## src/rtl/issue_scoreboard.sv

```systemverilog
// Decode-to-execute issue controller: one-entry instruction buffer, register
// scoreboard for RAW/WAW hazards, and the illegal-instruction drain/trap sequence.
module issue_scoreboard #(
  parameter int NB_REG  = 32,
  parameter int NB_UNIT = 6
) (
  input  logic               clk,
  input  logic               rst,
  input  logic               dec_valid_i,
  output logic               dec_ready_o,
  input  logic               illegal_inst_i,
  input  logic               rd_v_i,
  input  logic [4:0]         rd_i,
  input  logic               rs1_v_i,
  input  logic [4:0]         rs1_adr_i,
  input  logic               rs2_v_i,
  input  logic [4:0]         rs2_adr_i,
  input  logic [NB_UNIT-1:0] unit_i,
  input  logic [NB_UNIT-1:0] unit_busy_i,
  output logic               issue_valid_o,
  input  logic               issue_ready_i,
  output logic               issue_rd_v_o,
  output logic [4:0]         issue_rd_o,
  output logic [NB_UNIT-1:0] issue_unit_o,
  input  logic               wb_valid_i,
  input  logic [4:0]         wb_rd_i,
  input  logic               flush_i,
  output logic               exception_o,
  output logic [NB_REG-1:0]  pending_o
);

  typedef enum logic [1:0] {RUN, DRAIN, EXC, HALT} state_t;

  state_t               state_q, state_d;
  logic                 buf_v_q, buf_v_d;
  logic                 buf_illegal_q, buf_illegal_d;
  logic                 buf_rd_v_q, buf_rd_v_d;
  logic [4:0]           buf_rd_q, buf_rd_d;
  logic                 buf_rs1_v_q, buf_rs1_v_d;
  logic [4:0]           buf_rs1_q, buf_rs1_d;
  logic                 buf_rs2_v_q, buf_rs2_v_d;
  logic [4:0]           buf_rs2_q, buf_rs2_d;
  logic [NB_UNIT-1:0]   buf_unit_q, buf_unit_d;
  logic [NB_REG-1:0]    pending_q, pending_d;
  logic                 exception_q, exception_d;

  logic [NB_REG-1:0]    wb_mask;
  logic [NB_REG-1:0]    eff_pending;
  logic                 hazard, unit_blk, issue_fire, dec_fire;

  // A writeback in the current cycle already frees its register for the check.
  always_comb begin
    wb_mask = '0;
    if (wb_valid_i) wb_mask[wb_rd_i] = 1'b1;
    eff_pending = pending_q & ~wb_mask;
  end

  assign hazard = (buf_rs1_v_q & eff_pending[buf_rs1_q])
                | (buf_rs2_v_q & eff_pending[buf_rs2_q])
                | (buf_rd_v_q & (buf_rd_q != 5'd0) & eff_pending[buf_rd_q]);
  assign unit_blk = |(buf_unit_q & unit_busy_i);

  assign issue_valid_o = buf_v_q & ~buf_illegal_q & ~hazard & ~unit_blk
                       & (state_q == RUN) & ~flush_i;
  assign issue_fire    = issue_valid_o & issue_ready_i;
  assign dec_ready_o   = ~rst & (state_q == RUN) & ~flush_i & (~buf_v_q | issue_fire);
  assign dec_fire      = dec_valid_i & dec_ready_o;

  assign issue_rd_v_o = buf_rd_v_q;
  assign issue_rd_o   = buf_rd_q;
  assign issue_unit_o = buf_unit_q;
  assign pending_o    = pending_q;
  assign exception_o  = exception_q & ~flush_i;

  always_comb begin
    state_d       = state_q;
    buf_v_d       = buf_v_q;
    buf_illegal_d = buf_illegal_q;
    buf_rd_v_d    = buf_rd_v_q;
    buf_rd_d      = buf_rd_q;
    buf_rs1_v_d   = buf_rs1_v_q;
    buf_rs1_d     = buf_rs1_q;
    buf_rs2_v_d   = buf_rs2_v_q;
    buf_rs2_d     = buf_rs2_q;
    buf_unit_d    = buf_unit_q;
    pending_d     = pending_q;
    exception_d   = 1'b0;

    // Clear before set so an issue and a writeback of the same register leave it pending.
    if (wb_valid_i) pending_d[wb_rd_i] = 1'b0;
    if (issue_fire && buf_rd_v_q && buf_rd_q != 5'd0) pending_d[buf_rd_q] = 1'b1;
    pending_d[0] = 1'b0;

    if (issue_fire) buf_v_d = 1'b0;
    if (dec_fire) begin
      buf_v_d       = 1'b1;
      buf_illegal_d = illegal_inst_i;
      buf_rd_v_d    = rd_v_i;
      buf_rd_d      = rd_i;
      buf_rs1_v_d   = rs1_v_i;
      buf_rs1_d     = rs1_adr_i;
      buf_rs2_v_d   = rs2_v_i;
      buf_rs2_d     = rs2_adr_i;
      buf_unit_d    = unit_i;
    end

    case (state_q)
      RUN:   if (buf_v_q && buf_illegal_q) state_d = DRAIN;
      DRAIN: if (eff_pending == '0) begin
               state_d     = EXC;
               exception_d = 1'b1;
             end
      EXC: begin
             buf_v_d = 1'b0;
             state_d = HALT;
           end
      default: state_d = HALT;
    endcase

    if (flush_i) begin
      state_d     = RUN;
      buf_v_d     = 1'b0;
      pending_d   = '0;
      exception_d = 1'b0;
    end
  end

  always_ff @(posedge clk or posedge rst) begin
    if (rst) begin
      state_q       <= RUN;
      buf_v_q       <= 1'b0;
      buf_illegal_q <= 1'b0;
      buf_rd_v_q    <= 1'b0;
      buf_rd_q      <= '0;
      buf_rs1_v_q   <= 1'b0;
      buf_rs1_q     <= '0;
      buf_rs2_v_q   <= 1'b0;
      buf_rs2_q     <= '0;
      buf_unit_q    <= '0;
      pending_q     <= '0;
      exception_q   <= 1'b0;
    end else begin
      state_q       <= state_d;
      buf_v_q       <= buf_v_d;
      buf_illegal_q <= buf_illegal_d;
      buf_rd_v_q    <= buf_rd_v_d;
      buf_rd_q      <= buf_rd_d;
      buf_rs1_v_q   <= buf_rs1_v_d;
      buf_rs1_q     <= buf_rs1_d;
      buf_rs2_v_q   <= buf_rs2_v_d;
      buf_rs2_q     <= buf_rs2_d;
      buf_unit_q    <= buf_unit_d;
      pending_q     <= pending_d;
      exception_q   <= exception_d;
    end
  end

endmodule
```

## config.mk

```make
export PLATFORM = sky130hd
export DESIGN_NAME = issue_scoreboard
export DESIGN_NICKNAME = d
export VERILOG_FILES = /design/src/rtl/issue_scoreboard.sv
export SDC_FILE = /design/constraint.sdc
export NUM_CORES = 1
export LEC_CHECK = 0
export BUFFER_PORTS_ARGS = -buffer_cell sky130_fd_sc_hd__buf_2
export CAP_MARGIN = 30
export CORE_MARGIN = 4
export CORE_UTILIZATION = 46
export CTS_CLUSTER_DIAMETER = 50
export DETAILED_ROUTE_END_ITERATION = 10
export PLACE_DENSITY = 0.69
export REMOVE_ABC_BUFFERS = 1
export SYNTH_ARGS = -nofsm -noshare
export SYNTH_HDL_FRONTEND = slang
export SYNTH_SLANG_ARGS = --single-unit
```

## constraint.sdc

```tcl
create_clock -name clk -period 8.75 [get_ports clk]
set_input_delay 1.75 -clock clk [delete_from_list [all_inputs] [get_ports clk]]
set_output_delay 1.75 -clock clk [all_outputs]
set_load 0.05 [all_outputs]
```

==> out/metrics.cfg <==
[placement]
port_buffers=87
gp_routability_congestion=1.03
detailedPlacementHpwl_um=10800

[global_routing]
global_route.usage.total=0.267
global_route.overflow_total=0
grt_max_degree=40
first_global_vias=4113
grt_pass1_wl_um=23300
initial_antenna_violation_count=0

[status]
run_status=finished clean

[drt]
post_detailed_route_wirelength_per_cell_um=22.3
drtIter0Drc=586
postRouteAntennaNets=0
viasPerCell=6.39
drt_wl_total_um=14800
drt_pass1_iterations=8
route.detailed.drc=0
routed-via-count=4222

[clock_network]
clock-sinks=60
clockBufferDepth=2
cts_resized=0
cts.root.buffer_cell=sky130_fd_sc_hd__clkbuf_8
clkTransAtPathRegs_ps=80
cts-htree-levels=3
holdBufCountCts=0
post_cts_setup_buffer_count=0
tritoncts.num_buffers=9
worst_skew_pair.late_latency_ps=350
cts_tree=built

[sta]
post-route-min-period_ps=7170
slew_headroom=0.378
rsz0062_at_grt=false
final.setup.tns_ps=0
worst_pin_slew_ps=932
timing_max_transition_violations_final=0
setup_viol=0
final_min_period_over_clock_period=0.819
max_freq_ghz=0.139
skew_ps=15.7
finalHoldViolations=0

[critical_path]
timing.reg2reg.setup_slack_ps=5220
reg2reg_to=pending_o[7]
r2r.worst_path.cells=9
worstPathRequired_ps=7000
startpoint_type=primary input
critPathCaptureType=primary output
cp_data_arrival_time_ps=5420
crit-reg2reg-launch=issue_rd_o[0]
critical_path.max_fanout=28
worst-setup-path-type=in -> out

[floorplanning]
chipWidth_um=105
initial_standard_cell_utilization_of_the_core=0.472
fp.dieH_um=105
floorplan.core_area_sq_um=9240
std_cell_rows=35
dieArea_sq_um=11100
io_pins=89

[power]
power.density_cell_area_nw_per_um2=252
power.total_uw=1240
worst_ir_drop_vdd_uv=221
leakagePower_uw=0.00213

[layout]
fraction_of_layout_instances_using_a_drive_strength_above_1=0.321
antennaDiodeCount=0
layout.nets=569
areaGrowthSynthToFinish_pct=12.6
fillCellCount=852

[min_path]
min_path_cells=1
worstHoldEndpoint=exception_q
worst_hold_path_type=reg -> reg
hp-start=state_q[1]

[flow_run]
max_cap_viol_count=0

[logic_synthesis]
synth_most_common_cell=sky130_fd_sc_hd__dfrtp_1
synth_edf_count=0
ys_seq_area_frac=0.344
synth_commonest_cells=60 x sky130_fd_sc_hd__dfrtp_1, 52 x sky130_fd_sc_hd__nand2_1, 32 x sky130_fd_sc_hd__o21ai_0
netlist_area_sq_um=4370
synth_top_area_cell=sky130_fd_sc_hd__dfrtp_1
synth-async-reset-ratio=1.00
yosysUniqueCellTypes=75
syn-mean-instance-area_sq_um=9.49
synth_largest_type_area_fraction=0.344
syn-instance-count=460
synth.ff_latch_count=60
top_cells_by_area_synth=sky130_fd_sc_hd__dfrtp_1 34%, sky130_fd_sc_hd__mux2_4 6.9%, sky130_fd_sc_hd__nand2_1 4.5%
synth_warnings=0
ys.flop_type=sky130_fd_sc_hd__dfrtp_1

## worst max path at each step
stage / from / end / slack (ps) / cells after the start
4_1_cts: wb_rd_i[0] / dec_ready_o / 1720 / 10
3_3_place_gp: wb_rd_i[0] / dec_ready_o / 1690 / 10
3_5_place_dp: wb_rd_i[0] / dec_ready_o / 1720 / 10
5_1_grt: wb_rd_i[0] / dec_ready_o / 1480 / 10
6_report: wb_rd_i[0] / dec_ready_o / 1580 / 10
2_1_floorplan: wb_rd_i[2] / dec_ready_o / 2420 / 8
## report_power, final
group | internal (uW) | switching [uW]
sequential | 332 | 113
clock | 133 | 130
combinational | 207 | 325
total | 671 | 568
## worst max-delay path: stages
cell,delay [ps]
sky130_fd_sc_hd__buf_2,200
sky130_fd_sc_hd__nand4bb_1,360
sky130_fd_sc_hd__o21ai_1,730
sky130_fd_sc_hd__nor3b_1,100
sky130_fd_sc_hd__or4b_1,550
sky130_fd_sc_hd__o311a_1,410
sky130_fd_sc_hd__nor2_1,150
sky130_fd_sc_hd__nand3_2,500
sky130_fd_sc_hd__o22ai_1,340
sky130_fd_sc_hd__buf_2,310
## registers in the layout, summed over array words and instances, names as in the netlist
| register | flops |
|---|---|
| buf_illegal_q | 1 |
| buf_rs2_q | 5 |
| buf_v_q | 1 |
| state_q | 2 |
| issue_rd_o | 5 |
| pending_o | 31 |
| issue_rd_v_o | 1 |
| buf_rs2_v_q | 1 |
| exception_q | 1 |
| buf_rs1_q | 5 |
| issue_unit_o | 6 |
| buf_rs1_v_q | 1 |
## placed cells by master (no fill, tap or decap), types with 4 or more instances in the layout
cell,count
sky130_fd_sc_hd__o211ai_1,7
sky130_fd_sc_hd__and2_1,4
sky130_fd_sc_hd__nand2_1,52
sky130_fd_sc_hd__nand3_1,20
sky130_fd_sc_hd__nor3b_1,4
sky130_fd_sc_hd__buf_4,5
sky130_fd_sc_hd__nor4_1,7
sky130_fd_sc_hd__nor2_1,20
sky130_fd_sc_hd__clkbuf_8,9
sky130_fd_sc_hd__nor3_1,11
sky130_fd_sc_hd__o2111ai_1,9
sky130_fd_sc_hd__or2_2,6
sky130_fd_sc_hd__a21oi_1,6
sky130_fd_sc_hd__dfrtp_1,60
sky130_fd_sc_hd__nand4_1,10
sky130_fd_sc_hd__nand2b_1,4
sky130_fd_sc_hd__o22ai_1,30
sky130_fd_sc_hd__nand4bb_1,4
sky130_fd_sc_hd__nand3b_1,4
sky130_fd_sc_hd__mux2_2,10
sky130_fd_sc_hd__mux2_4,20
sky130_fd_sc_hd__buf_2,87
sky130_fd_sc_hd__o21ai_0,32
sky130_fd_sc_hd__o21ai_1,5
sky130_fd_sc_hd__nor2b_1,14
sky130_fd_sc_hd__mux2i_1,11
sky130_fd_sc_hd__inv_1,8
sky130_fd_sc_hd__a31o_2,5
## per-stage QoR
stage	utilization	cells	area (sq um)	hold WS, ps	worst slack [ps]
2_1_floorplan	-	423	4050	476	2420
3_3_place_gp	0.507	644	4690	517	1690
3_5_place_dp	0.510	645	4710	522	1720
4_1_cts	0.532	661	4910	534	1720
5_1_grt	0.532	661	4910	561	1480
6_report	0.532	661	4910	538	1580
## cell families (layout without fill, tap and decap cells)
kind of cell,Yosys count,in the layout,synth area share
XOR/XNOR,3,3,0.00602
buffers and inverters,46,118,0.0794
multiplexers,44,44,0.136
AO/OA/AOI/OAI,127,127,0.200
flip-flops,60,60,0.344
AND/OR/NAND/NOR,179,179,0.234
other,1,1,0.000859
## layout make-up
cell class / instances / area [sq um] / share of cell area
multi-input cells: 354 / 2520 / 0.512
flip-flops and latches: 60 / 1500 / 0.305
repair buffers: 93 / 500 / 0.102
well taps: 129 / 161 / 0.0328
clock buffers: 9 / 124 / 0.0252
clock inverters: 7 / 76.3 / 0.0155
inverters: 9 / 33.8 / 0.00687
## routing by layer
metal  GRT usage  part of all wire  vias to the layer above
li1            -                 -                     1878
met2       0.398              0.46                      271
met3      0.0618             0.099                       50
met1       0.368              0.40                     2023
met5           0                 0                        -
met4       0.120             0.033                        0
No activity file was read; power rests on OpenSTA's default activity.
